--- config.mk ---
export PLATFORM = sky130hd
export DESIGN_NAME = ysyx_24100006_mem_arbiter
export DESIGN_NICKNAME = d
export VERILOG_FILES = /design/src/rtl/ysyx_24100006_mem_arbiter.sv
export SDC_FILE = /design/constraint.sdc
export NUM_CORES = 1
export LEC_CHECK = 0
export CAP_MARGIN = 10
export CORE_ASPECT_RATIO = 0.6
export CORE_MARGIN = 2
export CORE_UTILIZATION = 38
export CTS_CLUSTER_DIAMETER = 40
export CTS_CLUSTER_SIZE = 20
export DETAILED_ROUTE_END_ITERATION = 8
export PLACE_DENSITY = 0.87
export RECOVER_POWER = 100
export SYNTH_ARGS = -nofsm -noshare
export SYNTH_HDL_FRONTEND = slang
export SYNTH_SLANG_ARGS = --single-unit
--- constraint.sdc ---
create_clock -name clk -period 2.75 [get_ports clk]
set_input_delay 0.825 -clock clk [delete_from_list [all_inputs] [get_ports clk]]
set_output_delay 0.825 -clock clk [all_outputs]
set_load 0.02 [all_outputs]
--- src/rtl/ysyx_24100006_mem_arbiter.sv ---
// Two-master (IFU / LSU) to one-slave memory bus arbiter, one transaction in flight.
// Optional response watchdog enabled with `define ARB_TIMEOUT_EN.
module ysyx_24100006_mem_arbiter #(
    parameter int ADDR_W         = 32,
    parameter int DATA_W         = 32,
    parameter int TIMEOUT_CYCLES = 255
) (
    input  logic              clk,
    input  logic              reset,
    input  logic              if_req_valid,
    output logic              if_req_ready,
    input  logic [ADDR_W-1:0] if_addr,
    output logic              if_rsp_valid,
    input  logic              if_rsp_ready,
    output logic [DATA_W-1:0] if_rdata,
    output logic              if_rsp_err,
    input  logic              ls_req_valid,
    output logic              ls_req_ready,
    input  logic [ADDR_W-1:0] ls_addr,
    input  logic              ls_write,
    input  logic [DATA_W-1:0] ls_wdata,
    input  logic [2:0]        ls_mask,
    output logic              ls_rsp_valid,
    input  logic              ls_rsp_ready,
    output logic [DATA_W-1:0] ls_rdata,
    output logic              ls_rsp_err,
    output logic              bus_req_valid,
    input  logic              bus_req_ready,
    output logic [ADDR_W-1:0] bus_addr,
    output logic              bus_write,
    output logic [DATA_W-1:0] bus_wdata,
    output logic [2:0]        bus_mask,
    input  logic              bus_rsp_valid,
    output logic              bus_rsp_ready,
    input  logic [DATA_W-1:0] bus_rdata,
    input  logic              bus_rsp_err,
    input  logic              flush_i,
    output logic              busy_o
);

    typedef enum logic [2:0] {
        IDLE,
        IF_REQ,
        IF_RSP,
        LS_REQ,
        LS_RSP
    } state_e;

    localparam logic [2:0] MASK_WORD = 3'b010;

    state_e            state_q;
    logic              drop_q;
    logic              req_valid_q;
    logic [ADDR_W-1:0] addr_q;
    logic              write_q;
    logic [DATA_W-1:0] wdata_q;
    logic [2:0]        mask_q;

    logic in_idle;
    logic grant_ls;
    logic grant_if;
    logic if_phase;
    logic drop_now;
    logic req_hs;
    logic owner_ready;
    logic rsp_done;
    logic to_q;
    logic to_hit;

    assign in_idle  = (state_q == IDLE);
    assign grant_ls = in_idle && ls_req_valid;
    assign grant_if = in_idle && !ls_req_valid && if_req_valid && !flush_i;
    assign if_phase = (state_q == IF_REQ) || (state_q == IF_RSP);
    // A flush arriving together with the response must already hide it.
    assign drop_now = drop_q || (if_phase && flush_i);
    assign req_hs   = req_valid_q && bus_req_ready;

    assign if_req_ready  = grant_if;
    assign ls_req_ready  = grant_ls;
    assign bus_req_valid = req_valid_q;
    assign bus_addr      = addr_q;
    assign bus_write     = write_q;
    assign bus_wdata     = wdata_q;
    assign bus_mask      = mask_q;
    assign busy_o        = !in_idle;

`ifdef ARB_TIMEOUT_EN
    localparam int CNT_W = $clog2(TIMEOUT_CYCLES + 1);

    logic [CNT_W-1:0] cnt_q;

    assign to_hit = !in_idle && !to_q &&
                    (cnt_q == CNT_W'(TIMEOUT_CYCLES - 1));

    // Cycles spent in the current REQ/RSP state; restarts on each state entry.
    always_ff @(posedge clk or negedge reset) begin
        if (!reset) begin
            cnt_q <= '0;
        end else if (in_idle || req_hs) begin
            cnt_q <= '0;
        end else if (!to_q) begin
            cnt_q <= cnt_q + CNT_W'(1);
        end
    end

    // Watchdog fired: owner sees a synthetic error until it takes it.
    always_ff @(posedge clk or negedge reset) begin
        if (!reset) begin
            to_q <= 1'b0;
        end else if (in_idle || rsp_done) begin
            to_q <= 1'b0;
        end else if (to_hit) begin
            to_q <= 1'b1;
        end
    end
`else
    logic unused_timeout;

    assign to_q           = 1'b0;
    assign to_hit         = 1'b0;
    assign unused_timeout = (TIMEOUT_CYCLES != 0);
`endif

    assign owner_ready = (state_q == IF_RSP) ? if_rsp_ready : ls_rsp_ready;

    // Response phase ends on a bus handshake, or on delivery of a timeout error.
    always_comb begin
        rsp_done = 1'b0;
        if ((state_q == IF_RSP) || (state_q == LS_RSP)) begin
            if (to_q) begin
                rsp_done = owner_ready || ((state_q == IF_RSP) && drop_now);
            end else begin
                rsp_done = bus_rsp_valid && bus_rsp_ready;
            end
        end
    end

    // Route the downstream response to the owner, or swallow it.
    always_comb begin
        if_rsp_valid  = 1'b0;
        if_rdata      = '0;
        if_rsp_err    = 1'b0;
        ls_rsp_valid  = 1'b0;
        ls_rdata      = '0;
        ls_rsp_err    = 1'b0;
        bus_rsp_ready = 1'b0;
        unique case (state_q)
            IDLE: begin
                bus_rsp_ready = 1'b1;
            end
            IF_RSP: begin
                if (to_q) begin
                    if_rsp_valid  = !drop_now;
                    if_rsp_err    = !drop_now;
                    bus_rsp_ready = 1'b1;
                end else begin
                    if_rsp_valid  = bus_rsp_valid && !drop_now;
                    if_rdata      = bus_rdata;
                    if_rsp_err    = bus_rsp_err && !drop_now;
                    bus_rsp_ready = drop_now ? 1'b1 : if_rsp_ready;
                end
            end
            LS_RSP: begin
                if (to_q) begin
                    ls_rsp_valid  = 1'b1;
                    ls_rsp_err    = 1'b1;
                    bus_rsp_ready = 1'b1;
                end else begin
                    ls_rsp_valid  = bus_rsp_valid;
                    ls_rdata      = bus_rdata;
                    ls_rsp_err    = bus_rsp_err;
                    bus_rsp_ready = ls_rsp_ready;
                end
            end
            default: begin
                bus_rsp_ready = 1'b0;
            end
        endcase
    end

    // Arbitration FSM with registered bus request fields.
    always_ff @(posedge clk or negedge reset) begin
        if (!reset) begin
            state_q     <= IDLE;
            drop_q      <= 1'b0;
            req_valid_q <= 1'b0;
            addr_q      <= '0;
            write_q     <= 1'b0;
            wdata_q     <= '0;
            mask_q      <= '0;
        end else begin
            unique case (state_q)
                IDLE: begin
                    drop_q <= 1'b0;
                    if (grant_ls) begin
                        addr_q      <= ls_addr;
                        write_q     <= ls_write;
                        wdata_q     <= ls_wdata;
                        mask_q      <= ls_mask;
                        req_valid_q <= 1'b1;
                        state_q     <= LS_REQ;
                    end else if (grant_if) begin
                        addr_q      <= if_addr;
                        write_q     <= 1'b0;
                        wdata_q     <= '0;
                        mask_q      <= MASK_WORD;
                        req_valid_q <= 1'b1;
                        state_q     <= IF_REQ;
                    end
                end
                IF_REQ, LS_REQ: begin
                    if ((state_q == IF_REQ) && flush_i) begin
                        drop_q <= 1'b1;
                    end
                    if (to_hit || bus_req_ready) begin
                        req_valid_q <= 1'b0;
                        state_q     <= (state_q == IF_REQ) ? IF_RSP : LS_RSP;
                    end
                end
                IF_RSP, LS_RSP: begin
                    if ((state_q == IF_RSP) && flush_i) begin
                        drop_q <= 1'b1;
                    end
                    if (rsp_done) begin
                        drop_q  <= 1'b0;
                        state_q <= IDLE;
                    end
                end
                default: begin
                    req_valid_q <= 1'b0;
                    drop_q      <= 1'b0;
                    state_q     <= IDLE;
                end
            endcase
        end
    end

endmodule

==> insert_results.sql <==
INSERT INTO impl_metrics (metric_group, metric, value, unit) VALUES
('status', 'status', 'complete, no violations', ''),
('route', 'drt_iter0_drc', '213', ''),
('yosys', 'synthTopCellsByArea', 'dfrtp_1, and2_1, a22o_1, nand4b_1, a22oi_1', ''),
('worst_setup_path', 'critical_path.reg2reg.startpoint', 'state_q[2]', ''),
('layout', 'drive_gt1_frac', '0.06619', ''),
('sta', 'grt_setup_unrepaired', 'false', ''),
('global_route', 'grt_usage', '0.2553', ''),
('floorplanning', 'die-area', '11350', 'µm²'),
('placed_design', 'place_ws', '-462.1', 'ps'),
('worst_setup_path', 'r2r_endpoint', 'bus_mask[1]', ''),
('floorplanning', 'std_cell_rows', '28', ''),
('clocking', 'cts_tree', 'built', ''),
('placed_design', 'dpl.cell_count', '814', ''),
('route', 'dr.pass1.iters', '5', ''),
('yosys', 'yosysWarningCount', '0', ''),
('yosys', 'synthesis.instances', '417', ''),
('route', 'routed_via_density', '5.257', ''),
('clocking', 'worst_skew_pair.late_latency', '320', 'ps'),
('sta', 'worst_hold_slack', '494.4', 'ps'),
('power', 'power_density', '1010', 'nW/µm²'),
('power', 'p_switching', '3067', 'µW'),
('yosys', 'synth.cell_area', '3985', 'µm²'),
('power', 'report.power.total', '7256', 'µW'),
('floorplanning', 'die_h', '83.33', 'µm'),
('yosys', 'synth_seq_area_share', '0.4584', ''),
('placed_design', 'port_buffers', '282', ''),
('sta', 'min_period_over_period', '0.9827', ''),
('layout', 'final_cells', '830', ''),
('sta', 'finalClockSkew', '5.642', 'ps'),
('worst_setup_path', 'cp_max_fo', '2', ''),
('power', 'total_leakage_power', '0.003261', 'µW'),
('yosys', 'synth.avg_cell_area', '9.557', 'µm²'),
('run', 'max_cap_viol_count', '0', ''),
('sta', 'slew_headroom', '0.06028', ''),
('floorplanning', 'start_util', '0.3977', ''),
('hold_path', 'hold_end', 'bus_wdata[24]', ''),
('worst_setup_path', 'setup.reg_to_reg.worst_slack', '250', 'ps'),
('clocking', 'cts.htree.levels', '3', ''),
('worst_setup_path', 'cp-start-kind', 'input pin', ''),
('yosys', 'count_of_state_elements_after_synthesis', '73', ''),
('floorplanning', 'core-area', '10020', 'µm²'),
('worst_setup_path', 'crit_arrival', '1880', 'ps'),
('global_route', 'antenna_violations_before_repair', '0', ''),
('yosys', 'ys.flop_type', 'dfrtp_1', ''),
('sta', 'layout_min_cycle_time', '2702', 'ps'),
('clocking', 'cts_buffers', '9', ''),
('route', 'vias', '4363', ''),
('layout', 'stdcell_area', '7181', 'µm²'),
('yosys', 'synth_fp_nets', '559', ''),
('layout', 'antenna_diode_instance_count', '0', ''),
('layout', 'layout.nets', '832', ''),
('hold_path', 'hold_depth', '1', ''),
('sta', 'final.setup.worst_slack', '47.52', 'ps'),
('route', 'antenna_left', '0', ''),
('power', 'netSwitchingFraction', '0.4227', ''),
('placed_design', 'routabilityCongestion', '0.8523', ''),
('clocking', 'cts.path.max_buffers', '2', ''),
('route', 'drc', '0', ''),
('sta', 'fin_hold_viols', '0', ''),
('power', 'vdd.ir_drop.worst', '0.5605', 'mV'),
('yosys', 'synth.distinct_cells', '30', ''),
('worst_setup_path', 'critPathKind', 'input pin to output port', ''),
('placed_design', 'detailed_place_hpwl', '11010', 'µm'),
('yosys', 'netlist.area_leader.share', '0.4584', ''),
('yosys', 'netlist.top_cell.by_area', 'dfrtp_1', ''),
('global_route', 'globalRouteOverflowTotal', '0', ''),
('layout', 'area_growth_syn_to_layout', '80.19', '%'),
('power', 'clockPowerShare', '0.162', ''),
('power', 'sequentialPowerShare', '0.269', ''),
('clocking', 'number_of_sinks_driven_by_the_clock_tree', '73', ''),
('sta', 'timing_max_transition_violations_final', '0', '');
[kinds of logic after synthesis]
group	synth area share
compound gates	0.1579
buf+inv	0.04772
flops	0.4584
mux	0.002826
simple gates	0.3331
[state kept, by name (all words and copies together) (netlist names)]
signal / flops
bus_addr: 32
bus_wdata: 32
bus_mask: 3
state_q: 3
bus_req_valid: 1
bus_write: 1
drop_q: 1
[timing repair]
item / CTS / global route
endpoints found under the setup margin: 71 / 14
pin swaps: 0 / 0
resized for setup: 83 / 12
hold buffers: 0 / 0
[critical path: cells and delay by family]
kind            cells  cell delay (ps)
compound gates      1              170
buf+inv             2              540
simple gates        1              330
[placed cells by master, fill, tap and decap left out, types with 2 or more instances in the layout]
| cell | n |
|---|---|
| a21oi_1 | 3 |
| a22o_1 | 35 |
| a22oi_1 | 33 |
| a31oi_1 | 3 |
| and2_0 | 16 |
| and2_1 | 50 |
| and3_1 | 2 |
| buf_4 | 12 |
| buf_6 | 2 |
| clkbuf_1 | 5 |
| clkbuf_16 | 9 |
| clkbuf_2 | 5 |
| clkdlybuf4s15_1 | 6 |
| clkdlybuf4s50_1 | 135 |
| clkinv_2 | 2 |
| clkinv_4 | 2 |
| dfrtp_1 | 71 |
| dfrtp_2 | 2 |
| dlygate4sd2_1 | 62 |
| dlygate4sd3_1 | 72 |
| dlymetal6s2s_1 | 2 |
| inv_1 | 3 |
| nand2_1 | 37 |
| nand2b_1 | 5 |
| nand3_1 | 32 |
| nand4b_1 | 32 |
| nor2_1 | 3 |
| nor2b_1 | 33 |
| o21ai_0 | 4 |
[per-stage QoR]
stage               setup TNS [ps]    util
global placement             -7678  0.6986
floorplan                        0       -
finish                           0  0.7167
CTS                         -67.39  0.7214
global route                     0  0.7167
detailed placement           -8207  0.6986
[area by class of cell]
| cell class | count | area (µm²) |
|---|---|---|
| sequential | 73 | 1829 |
| clock inverter | 7 | 77.57 |
| tap | 135 | 168.9 |
| multi-input combinational | 299 | 1983 |
| inverter | 4 | 15.01 |
| fill | 776 | 2839 |
| timing repair buffer | 303 | 2882 |
| clock buffer | 9 | 225.2 |
[worst max path at each step]
stage / slack (ps) / end / start
finish: 50 / bus_rsp_ready / if_rsp_ready
global route: 7 / if_rdata[8] / state_q[2]
CTS: -60 / bus_rsp_ready / flush_i
detailed placement: -460 / if_req_ready / flush_i
global placement: -470 / bus_rsp_ready / flush_i
floorplan: 180 / if_req_ready / flush_i
[synthesized netlist by cell type (3+ instances only)]
master and instances:
buf_2 11, a31oi_1 3, nand2b_1 5, nor2b_1 33, dfrtp_1 73, nand2_1 37, a22o_1 35, nor2_1 3
clkbuf_1 28, inv_1 3, a22oi_1 33, a21oi_1 3, nand3_1 32, nand4b_1 32, o21ai_0 4, and2_1 66
[routing by layer]
layer  track usage  vias up  part of all wire  routed length [µm]
li1              -     2032                 -                   -
met1        0.2922     2131              0.39                5710
met2        0.4673      179              0.52                7669
met3       0.06044       21             0.070                1023
met4       0.07955        0             0.018                 263
met5             0        -                 0                   0
[power groups by stage]
stage | registers [µW] | logic, µW | clock network [µW]
final | 1950 | 4130 | 1170
after global routing | 2020 | 4430 | 1240
after CTS | 1980 | 4380 | 1200
after detailed placement | 1970 | 4510 | 0
after global placement | 1940 | 4420 | 0
after floorplan | 2480 | 1820 | 0
Power figures use the tool's default switching activity.
